===== src/rtl/pmem_responder.sv =====
// pmem_responder: line-oriented physical-memory model for an LC-3b style
// cache. Accepts one read or write of a 128-bit line at a time, answers
// after a fixed LATENCY with a single-cycle pmem_resp pulse, and latches
// any initiator protocol violation in a sticky proto_err flag.
module pmem_responder #(
    parameter int LATENCY    = 4,
    parameter int INDEX_BITS = 4
) (
    input  logic         clk,
    input  logic         rst_n,
    input  logic         pmem_read,
    input  logic         pmem_write,
    input  logic [15:0]  pmem_address,
    input  logic [127:0] pmem_wdata,
    output logic         pmem_resp,
    output logic [127:0] pmem_rdata,
    output logic         busy,
    output logic         proto_err
);

    localparam int         LINES  = 1 << INDEX_BITS;
    localparam logic [3:0] LAT_M1 = 4'(LATENCY - 1);

    typedef enum logic [1:0] {
        ST_IDLE = 2'd0,
        ST_BUSY = 2'd1,
        ST_RESP = 2'd2
    } state_e;

    state_e                  state_q, state_d;
    logic [3:0]              cnt_q, cnt_d;
    logic                    is_wr_q, is_wr_d;
    logic [INDEX_BITS-1:0]   idx_q, idx_d;
    logic [15:0]             addr_q, addr_d;
    logic [127:0]            wdata_q, wdata_d;
    logic [127:0]            rdata_q, rdata_d;
    logic                    resp_q, resp_d;
    logic                    busy_q, busy_d;
    logic                    err_q, err_d;
    logic [127:0]            mem_q [LINES];
    logic [127:0]            mem_d [LINES];

    logic [INDEX_BITS-1:0]   req_idx_s;
    logic                    held_req_s;

    // Line index of the incoming address; offset and high bits alias away.
    assign req_idx_s = pmem_address[INDEX_BITS+3:4];

    // The captured operation's own request line must stay high while busy.
    assign held_req_s = is_wr_q ? pmem_write : pmem_read;

    // Next-state, capture, read-data, array-update and flag logic.
    always_comb begin
        state_d = state_q;
        cnt_d   = cnt_q;
        is_wr_d = is_wr_q;
        idx_d   = idx_q;
        addr_d  = addr_q;
        wdata_d = wdata_q;
        rdata_d = rdata_q;
        err_d   = err_q;
        mem_d   = mem_q;
        case (state_q)
            ST_IDLE: begin
                if (pmem_read || pmem_write) begin
                    // A simultaneous read+write is resolved as a write.
                    is_wr_d = pmem_write;
                    idx_d   = req_idx_s;
                    addr_d  = pmem_address;
                    wdata_d = pmem_wdata;
                    cnt_d   = LAT_M1;
                    if (pmem_read && pmem_write) begin
                        err_d = 1'b1;
                    end else begin
                        err_d = err_q;
                    end
                    if (LATENCY == 1) begin
                        state_d = ST_RESP;
                        if (!pmem_write) begin
                            rdata_d = mem_q[req_idx_s];
                        end else begin
                            rdata_d = rdata_q;
                        end
                    end else begin
                        state_d = ST_BUSY;
                    end
                end else begin
                    state_d = ST_IDLE;
                end
            end
            ST_BUSY: begin
                // Inputs are not acted on here, only watched for violations.
                if (!held_req_s || (pmem_address != addr_q)) begin
                    err_d = 1'b1;
                end else begin
                    err_d = err_q;
                end
                if (cnt_q == 4'd1) begin
                    state_d = ST_RESP;
                    cnt_d   = 4'd0;
                    // Earlier writes committed before this accept, so no stale data.
                    if (!is_wr_q) begin
                        rdata_d = mem_q[idx_q];
                    end else begin
                        rdata_d = rdata_q;
                    end
                end else begin
                    cnt_d = cnt_q - 4'd1;
                end
            end
            ST_RESP: begin
                state_d = ST_IDLE;
                if (is_wr_q) begin
                    mem_d[idx_q] = wdata_q;
                end else begin
                    mem_d = mem_q;
                end
            end
            default: begin
                state_d = ST_IDLE;
                cnt_d   = 4'd0;
            end
        endcase
        resp_d = (state_d == ST_RESP);
        busy_d = (state_d != ST_IDLE);
    end

    // State, capture registers, registered outputs and backing store.
    always_ff @(posedge clk or negedge rst_n) begin
        if (!rst_n) begin
            state_q <= ST_IDLE;
            cnt_q   <= 4'd0;
            is_wr_q <= 1'b0;
            idx_q   <= '0;
            addr_q  <= 16'd0;
            wdata_q <= 128'd0;
            rdata_q <= 128'd0;
            resp_q  <= 1'b0;
            busy_q  <= 1'b0;
            err_q   <= 1'b0;
            mem_q   <= '{default: '0};
        end else begin
            state_q <= state_d;
            cnt_q   <= cnt_d;
            is_wr_q <= is_wr_d;
            idx_q   <= idx_d;
            addr_q  <= addr_d;
            wdata_q <= wdata_d;
            rdata_q <= rdata_d;
            resp_q  <= resp_d;
            busy_q  <= busy_d;
            err_q   <= err_d;
            mem_q   <= mem_d;
        end
    end

    assign pmem_resp  = resp_q;
    assign pmem_rdata = rdata_q;
    assign busy       = busy_q;
    assign proto_err  = err_q;

endmodule


===== config.mk =====
export PLATFORM = sky130hd
export DESIGN_NAME = pmem_responder
export DESIGN_NICKNAME = d
export VERILOG_FILES = /design/src/rtl/pmem_responder.sv
export SDC_FILE = /design/constraint.sdc
export NUM_CORES = 2
export LEC_CHECK = 0
export CAP_MARGIN = 30
export CORE_MARGIN = 5
export CORE_UTILIZATION = 55
export CTS_CLUSTER_DIAMETER = 200
export DETAILED_ROUTE_END_ITERATION = 8
export PLACE_DENSITY = 0.82
export REMOVE_ABC_BUFFERS = 1
export SETUP_SLACK_MARGIN = 0.15
export SLEW_MARGIN = 10
export SYNTH_ARGS = -nofsm -noshare
export SYNTH_HDL_FRONTEND = slang
export SYNTH_SLANG_ARGS = --single-unit

===== constraint.sdc =====
create_clock -name clk -period 1.9 [get_ports clk]
set_input_delay 0.19 -clock clk [delete_from_list [all_inputs] [get_ports clk]]
set_output_delay 0.19 -clock clk [all_outputs]
set_load 0.005 [all_outputs]

==> out/qor.yml <==
run_status: "finished, violations left"
violated_checks: "setup timing"
dieWidth_um: 441.8
period_needed_ns: 2.387
cp_data_arrival_time_ns: 3.12
floorplan.die.height_um: 441.8
synth_simple_gate_area_frac: 0.02390
gr-usage-met1: 0.3591
maxSlewHeadroom: 0.4500
main_combinational_cell_family_by_area_after_synthesis: "multiplexers"
report.final.slew_viol_count: 0
setup-violations-final: 2258
drive_gt1_frac: 0.4644
ys_async_sr_fraction: 1.000
setup_slack_ns: -0.4872
gp_routability_congestion: 0.8034
yosys.area.top_type_share: 0.5686
max_slew.worst_pin.slew_ns: 0.8251
synthXorXnorAreaFrac: 0.001452
groute.layer.met3.usage: 0.04611
max_freq_mhz: 418.9
grt_first_pass_wirelength_um: 424200
grt_setup_unrepaired: "true"
die_area_um2: 195200
grtUsageMet2: 0.4762
dpl.cell_count: 9236
place_area_um2: 112300
core_region_area_um2: 185400
data_required_time_at_the_worst_endpoint_ns: 2.63
worstSetupStartpointType: "flop"
critical_path.endpoint_type: "flop"
reg2reg_slack_ns: -0.49
grt-ovfl-total: 0
nNetsFinal: 7436
fin_hold_ws_ns: 0.05099
finalSetupTns_ns: -512.55
antenna_found_initial: 0
post_synth_num_cell_types: 47
synthFlopType: "sky130_fd_sc_hd__dfrtp_1"
syn_to_final_growth_pct: 24.01
initial_core_util: 0.5530
largest_net_degree_at_the_start_of_global_routing: 114
synthMuxAreaShare: 0.3499
synth_warnings: 0
power.static_leakage_nw: 61.44
post_drt_wl_per_cell_um: 29.69
detailedRoute.firstIterationViolations: 5212
clk_latency_ns: 0.90
post-dp-hpwl_um: 167300
synth.cell_area_um2: 102500
clock_tree_from_tritoncts: "built"
synthAdderAreaFrac: 0.0002440
synthesis.area_per_instance_um2: 15.76
detail_route.drc_violations: 0
vias_in_the_first_global_route: 67920
sequential_area_share_after_synthesis: 0.5686
count_of_h_tree_levels_built_during_cts: 4
worstPathMaxFanout: 25
timing.max_cap.violations: 0
numCtsBuffers: 230
timing_hold_violations_final: 0
groute.usage.overall: 0.2798
tritoncts_num_sinks: 2330
ir_drop_uv: 1027
finClkSkew_ns: 0.06083
synth.ff_latch_count: 2330
instances_no_fill: 9962
io_pins: 279
vias_per_cell: 6.311
grt_peak_use_layer: "met2"
min-delay-path-class: "in2reg"
gate_count_of_the_mapped_netlist: 6507
postLayoutCellArea_um2: 127200
clk_root_buffer_cell: "sky130_fd_sc_hd__clkbuf_16"
clkSlewWorstSetupHoldPaths_ns: 0.07
rows: 158
num-fill-cells: 11350
synth_enable_flop_cells: 0
detailroute.via_count: 62870
placement.setup.worst_slack_ns: -0.4658
antenna_violating_nets_post_route: 0
synth.largest_area_cell: "sky130_fd_sc_hd__dfrtp_1"
ctsLongestPathBuffers: 3
wl_um: 295800
p_per_area_nw_per_um2: 1343
post_synth_main_area_contributors: "sky130_fd_sc_hd__dfrtp_1, sky130_fd_sc_hd__mux2_2, sky130_fd_sc_hd__mux4_2, sky130_fd_sc_hd__mux2_1, sky130_fd_sc_hd__nand2_1"
detailedRoute.firstPassIterationCount: 7
critPathKind: "reg2reg"
count_of_buffers_inserted_at_the_top_level_ports: 278
synth-compound-area-share: 0.02001
final.period_utilization: 1.256
==> worst paths after layout <==
check,start,to,cells past startpoint
max in group asynchronous,rst_n,mem_q[448],3
worst min register to register,mem_q[735],mem_q[735],1
worst max register to register,cnt_q[1],pmem_rdata[34],9
min in group asynchronous,rst_n,mem_q[74],3
worst min-delay path,pmem_wdata[94],wdata_q[94],3
worst max-delay path,cnt_q[1],pmem_rdata[34],9
==> final cells by class <==
| class | count | area [µm²] | share of cell area |
|---|---|---|---|
| tap | 2480 | 3103 | 0.02440 |
| clock buffer | 344 | 6815 | 0.05359 |
| multi-input combinational | 3586 | 42500 | 0.3342 |
| clock inverter | 83 | 1399 | 0.01100 |
| antenna | 1 | 2.502 | 0.00001968 |
| sequential | 2330 | 58330 | 0.4587 |
| timing repair buffer | 1133 | 15000 | 0.1180 |
| inverter | 5 | 18.77 | 0.0001476 |
==> placed cells by master (no fill, tap or decap), drive strengths merged, types with 2 or more instances in the layout <==
master            n
nor4              3
clkinvlp          9
mux4            512
nand2b            3
nor2            145
nand3             3
mux2i           129
clkbuf          395
inv              12
nor2b             3
nor3              6
xor2             12
or3               2
clkdlybuf4s50   270
o22ai           129
o21ai             4
xnor2             5
nand2           438
dlygate4sd3     142
dfrtp          2330
ha                2
bufinv           25
mux2           2048
bufbuf            3
a221oi          128
clkinv           42
buf             667
==> per-stage QoR <==
stage,power [W],util
5_1_grt,0.1773,0.6858
3_3_place_gp,0.1146,0.6055
6_report,0.1707,0.6858
2_1_floorplan,0.08097,-
3_5_place_dp,0.1167,0.6055
4_1_cts,0.1670,0.6646
==> critical path, stage by stage, from the launching register on <==
cell and delay, ns:
sky130_fd_sc_hd__dfrtp_1 0.40, sky130_fd_sc_hd__inv_2 0.09, sky130_fd_sc_hd__ha_4 0.12, sky130_fd_sc_hd__or3b_4 0.40, sky130_fd_sc_hd__nor3_4 0.24, sky130_fd_sc_hd__buf_6 0.18
sky130_fd_sc_hd__buf_12 0.18, sky130_fd_sc_hd__buf_12 0.21, sky130_fd_sc_hd__nor2_1 0.08, sky130_fd_sc_hd__a221oi_1 0.30
==> metal layers <==
metal,vias to the layer above,routed length (µm)
met2,2431,147800
met1,33990,111100
met4,0,18190
li1,25590,-
met5,-,0
met3,861,18670
==> timing repair <==
item                                    in CTS  in global routing
pin swaps                                    5                 50
endpoints found under the hold margin     2374                  0
gates cloned                                22                 55
setup buffers                               23                 56
endpoints found under the setup margin    2301               2361
resized for setup                          140                485
hold buffers                               142                  0
==> registers in the layout, summed over array words and instances (netlist names) <==
signal / cells
pmem_resp: 1
state_q: 2
idx_q: 3
cnt_q: 4
addr_q: 13
mem_q: 2048
proto_err: 1
wdata_q: 128
pmem_rdata: 128
busy: 1
is_wr_q: 1
==> power by group <==
group,switching [W],internal (W),leakage (nW)
combinational,0.0229,0.0262,25.5
clock,0.0204,0.0284,3.99
sequential,0.0132,0.0597,31.9
==> cell usage after synthesis (21+ instances only) <==
cell type / number
sky130_fd_sc_hd__buf_8: 44
sky130_fd_sc_hd__nand2_1: 438
sky130_fd_sc_hd__mux2i_1: 129
sky130_fd_sc_hd__mux2_1: 422
sky130_fd_sc_hd__o22ai_1: 129
sky130_fd_sc_hd__buf_4: 57
sky130_fd_sc_hd__dfrtp_1: 2330
sky130_fd_sc_hd__nor2_1: 137
sky130_fd_sc_hd__buf_2: 186
sky130_fd_sc_hd__mux4_2: 512
sky130_fd_sc_hd__mux2_2: 1626
sky130_fd_sc_hd__buf_6: 68
sky130_fd_sc_hd__clkbuf_1: 209
sky130_fd_sc_hd__a221oi_1: 120
sky130_fd_sc_hd__buf_1: 21
==> cell families (layout without fill, tap and decap cells) <==
logic type / count (synthesis) / count (layout)
other cells: 0 / 1
compound gates: 268 / 268
buf+inv: 591 / 1565
mux: 2689 / 2689
fa+ha+maj: 2 / 2
xor+xnor: 17 / 17
flops: 2330 / 2330
simple gates: 610 / 610
No activity file was read; power rests on OpenSTA's default activity.
